<file path="src/rtl/uart_cmd_parser_if.sv">
// Byte-in / command-pulse-out bundle for the UART command parser.
// master drives received bytes, slave is the parser side.
interface uart_cmd_parser_if;
  logic [7:0] rx_data;
  logic       rx_valid;
  logic       adc_start;
  logic [7:0] wr_data;
  logic       wr_valid;
  logic       rd_req;
  logic       err;
  logic       busy;
  logic [7:0] echo_data;
  logic       echo_load;

  modport master (
    output rx_data,
    output rx_valid,
    input  adc_start,
    input  wr_data,
    input  wr_valid,
    input  rd_req,
    input  err,
    input  busy,
    input  echo_data,
    input  echo_load
  );

  modport slave (
    input  rx_data,
    input  rx_valid,
    output adc_start,
    output wr_data,
    output wr_valid,
    output rd_req,
    output err,
    output busy,
    output echo_data,
    output echo_load
  );
endinterface

</file>
<file path="src/rtl/uart_cmd_parser.sv">
// ASCII line parser for S / Whh / R commands from the UART receiver.
// Optional terminal echo of every received byte: UART_CMD_ECHO_EN.
module uart_cmd_parser #(
  parameter int unsigned TIMEOUT_CYC = 50000000,
  parameter int unsigned CNT_W       = 26
) (
  input logic              clk,
  input logic              n_rst,
  uart_cmd_parser_if.slave bus
);

  typedef enum logic [2:0] {
    IDLE, S_CR, R_CR, HEX_H, HEX_L, W_CR, FLUSH
  } state_t;

  localparam logic [7:0] CR = 8'h0D;
  localparam logic [7:0] LF = 8'h0A;
  localparam logic [CNT_W-1:0] TO_LAST =
    CNT_W'(TIMEOUT_CYC - 1);

  state_t           state;
  logic [CNT_W-1:0] cnt;
  logic [3:0]       nib_h;
  logic [3:0]       nib_l;
  logic [7:0]       wr_data_q;
  logic             adc_q;
  logic             wr_q;
  logic             rd_q;
  logic             err_q;

  logic [7:0] b;
  logic [3:0] nib;
  logic       is_cr;
  logic       is_lf;
  logic       is_s;
  logic       is_r;
  logic       is_w;
  logic       is_hex;
  logic       expired;

  always_comb begin
    b      = bus.rx_data;
    is_cr  = (b == CR);
    is_lf  = (b == LF);
    is_s   = (b == 8'h53) || (b == 8'h73);
    is_r   = (b == 8'h52) || (b == 8'h72);
    is_w   = (b == 8'h57) || (b == 8'h77);
    is_hex = 1'b0;
    nib    = 4'h0;
    if (b >= 8'h30 && b <= 8'h39) begin
      is_hex = 1'b1;
      nib    = b[3:0];
    end else if ((b >= 8'h41 && b <= 8'h46) ||
                 (b >= 8'h61 && b <= 8'h66)) begin
      is_hex = 1'b1;
      nib    = b[3:0] + 4'd9;
    end
  end

  // >= so an LF landing on the expiry cycle only defers the abort
  assign expired = (cnt >= TO_LAST);

  always_ff @(posedge clk or negedge n_rst) begin
    if (!n_rst) begin
      state     <= IDLE;
      cnt       <= '0;
      nib_h     <= 4'h0;
      nib_l     <= 4'h0;
      wr_data_q <= 8'h00;
      adc_q     <= 1'b0;
      wr_q      <= 1'b0;
      rd_q      <= 1'b0;
      err_q     <= 1'b0;
    end else begin
      adc_q <= 1'b0;
      wr_q  <= 1'b0;
      rd_q  <= 1'b0;
      err_q <= 1'b0;
      cnt   <= (state == IDLE) ? '0 : cnt + CNT_W'(1);
      if (bus.rx_valid && !is_lf) begin
        cnt <= '0;
        unique case (state)
          IDLE: begin
            unique case (1'b1)
              is_s:    state <= S_CR;
              is_r:    state <= R_CR;
              is_w:    state <= HEX_H;
              is_cr:   state <= IDLE;
              default: state <= FLUSH;
            endcase
          end
          S_CR: begin
            if (is_cr) begin
              state <= IDLE;
              adc_q <= 1'b1;
            end else begin
              state <= FLUSH;
            end
          end
          R_CR: begin
            if (is_cr) begin
              state <= IDLE;
              rd_q  <= 1'b1;
            end else begin
              state <= FLUSH;
            end
          end
          HEX_H: begin
            unique case (1'b1)
              is_hex: begin
                nib_h <= nib;
                state <= HEX_L;
              end
              is_cr: begin
                state <= IDLE;
                err_q <= 1'b1;
              end
              default: state <= FLUSH;
            endcase
          end
          HEX_L: begin
            unique case (1'b1)
              is_hex: begin
                nib_l <= nib;
                state <= W_CR;
              end
              is_cr: begin
                state <= IDLE;
                err_q <= 1'b1;
              end
              default: state <= FLUSH;
            endcase
          end
          W_CR: begin
            if (is_cr) begin
              state     <= IDLE;
              wr_data_q <= {nib_h, nib_l};
              wr_q      <= 1'b1;
            end else begin
              state <= FLUSH;
            end
          end
          FLUSH: begin
            if (is_cr) begin
              state <= IDLE;
              err_q <= 1'b1;
            end
          end
          default: state <= IDLE;
        endcase
      end else if (!bus.rx_valid && state != IDLE && expired) begin
        state <= IDLE;
        err_q <= 1'b1;
        cnt   <= '0;
      end
    end
  end

  assign bus.adc_start = adc_q;
  assign bus.wr_data   = wr_data_q;
  assign bus.wr_valid  = wr_q;
  assign bus.rd_req    = rd_q;
  assign bus.err       = err_q;
  assign bus.busy      = (state != IDLE);

`ifdef UART_CMD_ECHO_EN
  logic [7:0] echo_q;
  logic       echo_ld_q;

  always_ff @(posedge clk or negedge n_rst) begin
    if (!n_rst) begin
      echo_q    <= 8'h00;
      echo_ld_q <= 1'b0;
    end else begin
      echo_ld_q <= bus.rx_valid;
      if (bus.rx_valid) echo_q <= bus.rx_data;
    end
  end

  assign bus.echo_data = echo_q;
  assign bus.echo_load = echo_ld_q;
`else
  assign bus.echo_data = 8'h00;
  assign bus.echo_load = 1'b0;
`endif

endmodule

</file>
<file path="src/flat_wrapper.sv">
// flat-port wrapper written by rule: the top's interface ports become plain ports
module uart_cmd_parser_flat 
#(
  parameter int unsigned TIMEOUT_CYC = 50000000,
  parameter int unsigned CNT_W       = 26
)
  (clk, n_rst, bus_rx_data, bus_rx_valid, bus_adc_start, bus_wr_data, bus_wr_valid, bus_rd_req, bus_err, bus_busy, bus_echo_data, bus_echo_load);
  uart_cmd_parser_if bus_i ();
  input logic clk;
  input logic n_rst;
  input wire logic [$bits(bus_i.rx_data)-1:0] bus_rx_data;
  input wire logic [$bits(bus_i.rx_valid)-1:0] bus_rx_valid;
  output wire logic [$bits(bus_i.adc_start)-1:0] bus_adc_start;
  output wire logic [$bits(bus_i.wr_data)-1:0] bus_wr_data;
  output wire logic [$bits(bus_i.wr_valid)-1:0] bus_wr_valid;
  output wire logic [$bits(bus_i.rd_req)-1:0] bus_rd_req;
  output wire logic [$bits(bus_i.err)-1:0] bus_err;
  output wire logic [$bits(bus_i.busy)-1:0] bus_busy;
  output wire logic [$bits(bus_i.echo_data)-1:0] bus_echo_data;
  output wire logic [$bits(bus_i.echo_load)-1:0] bus_echo_load;
  assign bus_i.rx_data = bus_rx_data;
  assign bus_i.rx_valid = bus_rx_valid;
  assign bus_adc_start = bus_i.adc_start;
  assign bus_wr_data = bus_i.wr_data;
  assign bus_wr_valid = bus_i.wr_valid;
  assign bus_rd_req = bus_i.rd_req;
  assign bus_err = bus_i.err;
  assign bus_busy = bus_i.busy;
  assign bus_echo_data = bus_i.echo_data;
  assign bus_echo_load = bus_i.echo_load;
  uart_cmd_parser #(.TIMEOUT_CYC(TIMEOUT_CYC), .CNT_W(CNT_W)) u_core (.clk(clk), .n_rst(n_rst), .bus(bus_i));
endmodule
</file>
<file path="config.mk">
export PLATFORM = sky130hd
export DESIGN_NAME = uart_cmd_parser_flat
export DESIGN_NICKNAME = d
export VERILOG_FILES = /design/src/rtl/uart_cmd_parser_if.sv /design/src/rtl/uart_cmd_parser.sv /design/src/flat_wrapper.sv
export SDC_FILE = /design/constraint.sdc
export NUM_CORES = 1
export LEC_CHECK = 0
export BUFFER_PORTS_ARGS = -buffer_cell sky130_fd_sc_hd__buf_4
export CAP_MARGIN = 15
export CORE_MARGIN = 2
export CORE_UTILIZATION = 40
export CTS_CLUSTER_DIAMETER = 40
export DETAILED_ROUTE_END_ITERATION = 10
export HOLD_SLACK_MARGIN = 0.15
export MAX_ROUTING_LAYER = met4
export SLEW_MARGIN = 20
export SYNTH_ARGS = -nofsm -noshare
export SYNTH_HDL_FRONTEND = slang
export SYNTH_SLANG_ARGS = --single-unit
</file>
<file path="constraint.sdc">
create_clock -name clk -period 3.85 [get_ports clk]
set_input_delay 0.77 -clock clk [delete_from_list [all_inputs] [get_ports clk]]
set_output_delay 0.77 -clock clk [all_outputs]
set_load 0.05 [all_outputs]
</file>
==> impl_metrics.toml, run 1 <==
[placement]
hpwl_mm = 3.79
gp_congestion = 0.851
dp_cells = 356
portBuffers = 23

[synthesis]
yosysTopAreaCellShare = 0.441
synth.area.top_cells = "dfrtp_1 44%, mux2_2 6.9%, nor3_1 5.2%"
synthDistinctLibCells = 54
synth_seq_area_share = 0.441
avgSynthCellArea_sq_um = 10.6
yosys_warnings = 0
synthCells = 262
synth_top_area_cell = "dfrtp_1"
synth_area_sq_mm = 0.00278
ys_async_sr_fraction = 1.00
synth_edf_count = 0
synth_ff_type = "dfrtp_1"
ys_seq_elements = 49

[detailed_routing]
route.vias.total = 1976
wl_met1_mm = 2.58
routed-wl-met3_um = 134
wl_mm = 5.22
wl_per_cell_um = 14.3
ant_nets = 0
vias_per_cell = 5.43
top_layer = "met4"
dr_wl_met2_mm = 2.41
drc_errors = 0
dr.pass1.iters = 4
drt_iter0_drc = 93

[floorplanning]
die_width_um = 87.4
start_util = 0.411
core_sq_mm = 0.00676
die_area_sq_mm = 0.00763
rows = 30
dieHeight_um = 87.4
io_pins = 33

[worst_hold_path]
min_path_type = "input pin to async pin"

[outcome]
outcome = "completed"

[global_route]
antenna_found_initial = 0
grt_pass1_vias = 1898
track_usage = 0.153
grt_pass1_wl_mm = 9.05
grt_start_max_net_pins = 50
grt-ovfl-total = 0

[pwr]
vdd.ir_drop.worst_mv = 0.238
leakage_nw = 1.33
finalPower_mw = 1.14
power_density_mw_per_mm2 = 373

[layout]
final_cell_mix = "49 x dfrtp_1, 29 x nor3_1, 24 x buf_4"
final_common_cell = "dfrtp_1"
drive_gt1_frac = 0.222
finalNetCount = 299
fin_cells = 364
layout-area-overhead-vs-synth_pct = 9.90
multi_input_area_sq_mm = 0.00144
nFillCells = 649
diodes = 0
seq_area_sq_mm = 0.00123

[timing]
period_needed_ps = 2510
period_share = 0.652
fmaxAchievable_mhz = 398
finalHoldViolCount = 0
drv_slew = 0
tightest_slew_ps = 956
relSlewSlack = 0.361
setup_violations = 0
rsz0062_at_grt = "false"
setup_tns_ps = 0
finalClockSkew_ps = 8.00

[setup_path]
worstSetupPathType = "input pin to flip-flop"
critPathRequiredTime_ps = 4040
cp-startpoint = "bus_rx_data[1]"
r2r-start = "u_core.cnt[18]"
rr_worst_depth = 6
arrival_ps = 2700
cp_max_fo = 6
cp-end-kind = "flip-flop"
start_kind = "input pin"
reg2reg_slack_ps = 1410
timing.rr.end = "u_core.cnt[4]"

[cts]
post_cts_resized = 0
hold_buffers = 0
tritoncts = "built"
numCtsBuffers = 5
clkTransAtPathRegs_ps = 90
htree_levels = 2
cts_sinks = 49
post-cts-setup-buffers = 0
cts_buffer_depth = 2
cts_root_buffer = "clkbuf_8"
clk_latency_ps = 300

[run]
max_cap_violations = 0
## per-layer routing
metal | vias to the layer above | GRT usage
li1 | 983 | -
met1 | 958 | 0.215
met2 | 29 | 0.224
met3 | 6 | 0.0313
met4 | 0 | 0.0476
met5 | - | -
## kinds of logic after synthesis
family	after synthesis	synth area share
AND/OR/NAND/NOR	109	0.241
multiplexers	17	0.0689
AO/OA/AOI/OAI	29	0.0900
adder cells (fa/ha/maj)	5	0.0225
other	1	0.00135
flip-flops	49	0.441
buffers and inverters	26	0.0531
XOR/XNOR	26	0.0819
## registers in the layout, summed over array words and instances (netlist names)
| register | count |
|---|---|
| u_core.cnt | 26 |
| u_core.bus.wr_data | 8 |
| u_core.nib_h | 4 |
| u_core.nib_l | 4 |
| u_core.state | 3 |
| u_core.bus.adc_start | 1 |
| u_core.bus.err | 1 |
| u_core.bus.rd_req | 1 |
| u_core.bus.wr_valid | 1 |
## worst max path at each step
stage | end | slack [ps] | cells after the start
after floorplan | u_core.nib_h[0] | 1450 | 7
final | u_core.nib_l[1] | 1340 | 8
after CTS | u_core.nib_l[1] | 1330 | 8
after global placement | u_core.nib_l[1] | 990 | 8
after detailed placement | u_core.nib_l[1] | 1010 | 8
after global routing | u_core.cnt[15] | 1110 | 8
## worst max-delay path, stage by stage
cell and delay [ps]:
buf_4 130, inv_1 80, ha_1 230, o21bai_1 120, a2111oi_4 440, a31oi_1 180, nor3_2 370, mux2_2 390
## metrics by stage
step	area [sq um]	utilization	setup WS (ps)	hold WS (ps)
after global placement	2970	0.440	992	488
after global routing	3060	0.452	1110	518
final	3060	0.452	1340	467
after detailed placement	2970	0.440	1010	491
after CTS	3060	0.452	1330	491
after floorplan	2810	-	1450	474
## Yosys cell counts (4+ instances only)
cell type,instances
buf_4,11
inv_1,8
nor3_1,29
nand2_1,16
nand3_1,13
a22o_1,4
nor2_1,11
xor2_1,10
clkbuf_1,5
xnor2_1,16
nand4_1,6
dfrtp_1,49
ha_1,5
and3_1,4
nor3_2,6
mux2_2,17
## layout make-up
| type | instances | area share |
|---|---|---|
| inverter | 8 | 0.00983 |
| multi-input combinational | 195 | 0.470 |
| timing repair buffer | 24 | 0.0590 |
| clock buffer | 6 | 0.0238 |
| sequential | 49 | 0.401 |
| tap | 80 | 0.0328 |
| clock inverter | 2 | 0.00328 |
## where the power goes
group	switching (mW)	internal (mW)	total, mW	leakage [nW]
clock network	0.170	0.126	0.296	0.0450
registers	0.0487	0.546	0.595	0.676
logic	0.156	0.0919	0.247	0.613
(Power assumes the default switching activity.)
==> run 2, diff against run 1 <==
- clock period: 3.85 -> 2.4 ns (I/O delays scaled with it)
==> impl_metrics.toml, run 2 (synthesis results as in run 1) <==
[detailed_routing]
ant_nets = 0
drc_errors = 0
dr.pass1.iters = 4
route.vias.total = 2004
vias_per_cell = 5.37
wl_mm = 5.45
wl_per_cell_um = 14.6
drt_iter0_drc = 87

[cts]
htree_levels = 2
hold_buffers = 0
post-cts-setup-buffers = 0
post_cts_resized = 0
clkTransAtPathRegs_ps = 90
cts_sinks = 49
numCtsBuffers = 5
clk_latency_ps = 300
cts_root_buffer = "clkbuf_8"
cts_buffer_depth = 2
tritoncts = "built"

[timing]
period_needed_ps = 2060
drv_slew = 0
setup_tns_ps = 0
tightest_slew_ps = 620
relSlewSlack = 0.586
setup_violations = 0
rsz0062_at_grt = "false"
finalHoldViolCount = 0
period_share = 0.860
hold_slack_ps = 190
finalClockSkew_ps = 9.07
fmaxAchievable_mhz = 485

[floorplanning]
core_sq_mm = 0.00676
io_pins = 33
start_util = 0.411
dieHeight_um = 87.4
die_width_um = 87.4
rows = 30
die_area_sq_mm = 0.00763

[setup_path]
worst-path-buf-inv = 0
cp_max_fo = 7
path_cells = "ha_1, nand2_1, or4_1, nor4_4, xnor2_1, nor3_2"
worstSetupPathType = "flip-flop to flip-flop"
start_kind = "flip-flop"
max_stage_delay_ps = 730
critPathTopFamily = "simple AND/OR/NAND/NOR gates"
arrival_ps = 2250
cp_slowest_cell = "or4_1"
cp-end-kind = "flip-flop"
critPathRequiredTime_ps = 2590

[global_route]
grt_pass1_wl_mm = 9.36
grt_start_max_net_pins = 50
antenna_found_initial = 0
grt_pass1_vias = 1966
track_usage = 0.159
grt-ovfl-total = 0

[layout]
final_core_util = 0.468
nFillCells = 637
diodes = 0
fin_cells = 373
final_cell_mix = "49 x dfrtp_1, 33 x buf_4, 29 x nor3_1"
drive_gt1_frac = 0.249
largest_register_ffs = 26
finalNetCount = 308
multi_input_area_sq_mm = 0.00144
final_common_cell = "dfrtp_1"
seq_area_sq_mm = 0.00123
layout-area-overhead-vs-synth_pct = 13.7
top_register = "u_core.cnt"

[pwr]
vdd.ir_drop.worst_mv = 0.329
power_density_mw_per_mm2 = 627
leakage_nw = 1.39
finalPower_mw = 1.98

[placement]
dp_cells = 365
gp_congestion = 0.838
portBuffers = 23
hpwl_mm = 3.91

[run]
max_cap_violations = 0

[worst_hold_path]
min_path_type = "input pin to async pin"

[outcome]
outcome = "completed"
==> run 2: final cells by class <==
cell class                 instances  area share
clock buffer                       6      0.0261
inverter                           8     0.00950
sequential                        49       0.388
multi-input combinational        195       0.454
timing repair buffer              33      0.0784
clock inverter                     2      0.0119
tap                               80      0.0317
==> run 2: worst register-to-register path, delay by kind of cell (launching register included) <==
kind                       cells  cell delay (ps)
xor gates and xnor gates       1              170
adders and majority gates      1              190
DFF                            1              410
and+or+nand+nor                4             1190
==> run 2: power by group <==
group / switching [mW] / internal (mW) / total [mW]
Clock: 0.275 / 0.339 / 0.614
Combinational: 0.256 / 0.157 / 0.413
Sequential: 0.0806 / 0.876 / 0.956
==> run 2: per-stage QoR <==
| stage | instance area, sq um | worst slack [ps] |
|---|---|---|
| 2_1_floorplan | 2810 | 295 |
| 3_3_place_gp | 3040 | 96.5 |
| 3_5_place_dp | 3040 | 28.0 |
| 4_1_cts | 3160 | 330 |
| 5_1_grt | 3160 | 219 |
| 6_report | 3160 | 336 |
==> run 2: layer usage <==
layer	vias to the layer above	share of wire	global-route usage
met1	973	0.49	0.206
li1	1001	-	-
met5	-	0	-
met2	26	0.48	0.261
met3	4	0.021	0.0284
met4	0	0.0095	0.0336
==> run 2: worst paths after layout <==
kind | start | end | slack (ps) | cells past startpoint
setup / recovery | u_core.cnt[0] | u_core.cnt[24] | 340 | 6
hold / removal | n_rst | u_core.cnt[22] | 190 | 1
setup reg to reg | u_core.cnt[0] | u_core.cnt[24] | 340 | 6
hold reg to reg | u_core.bus.wr_data[2] | u_core.bus.wr_data[2] | 510 | 1
max in group asynchronous | n_rst | u_core.cnt[2] | 1790 | 1
min in group clk | u_core.bus.wr_data[2] | u_core.bus.wr_data[2] | 510 | 1
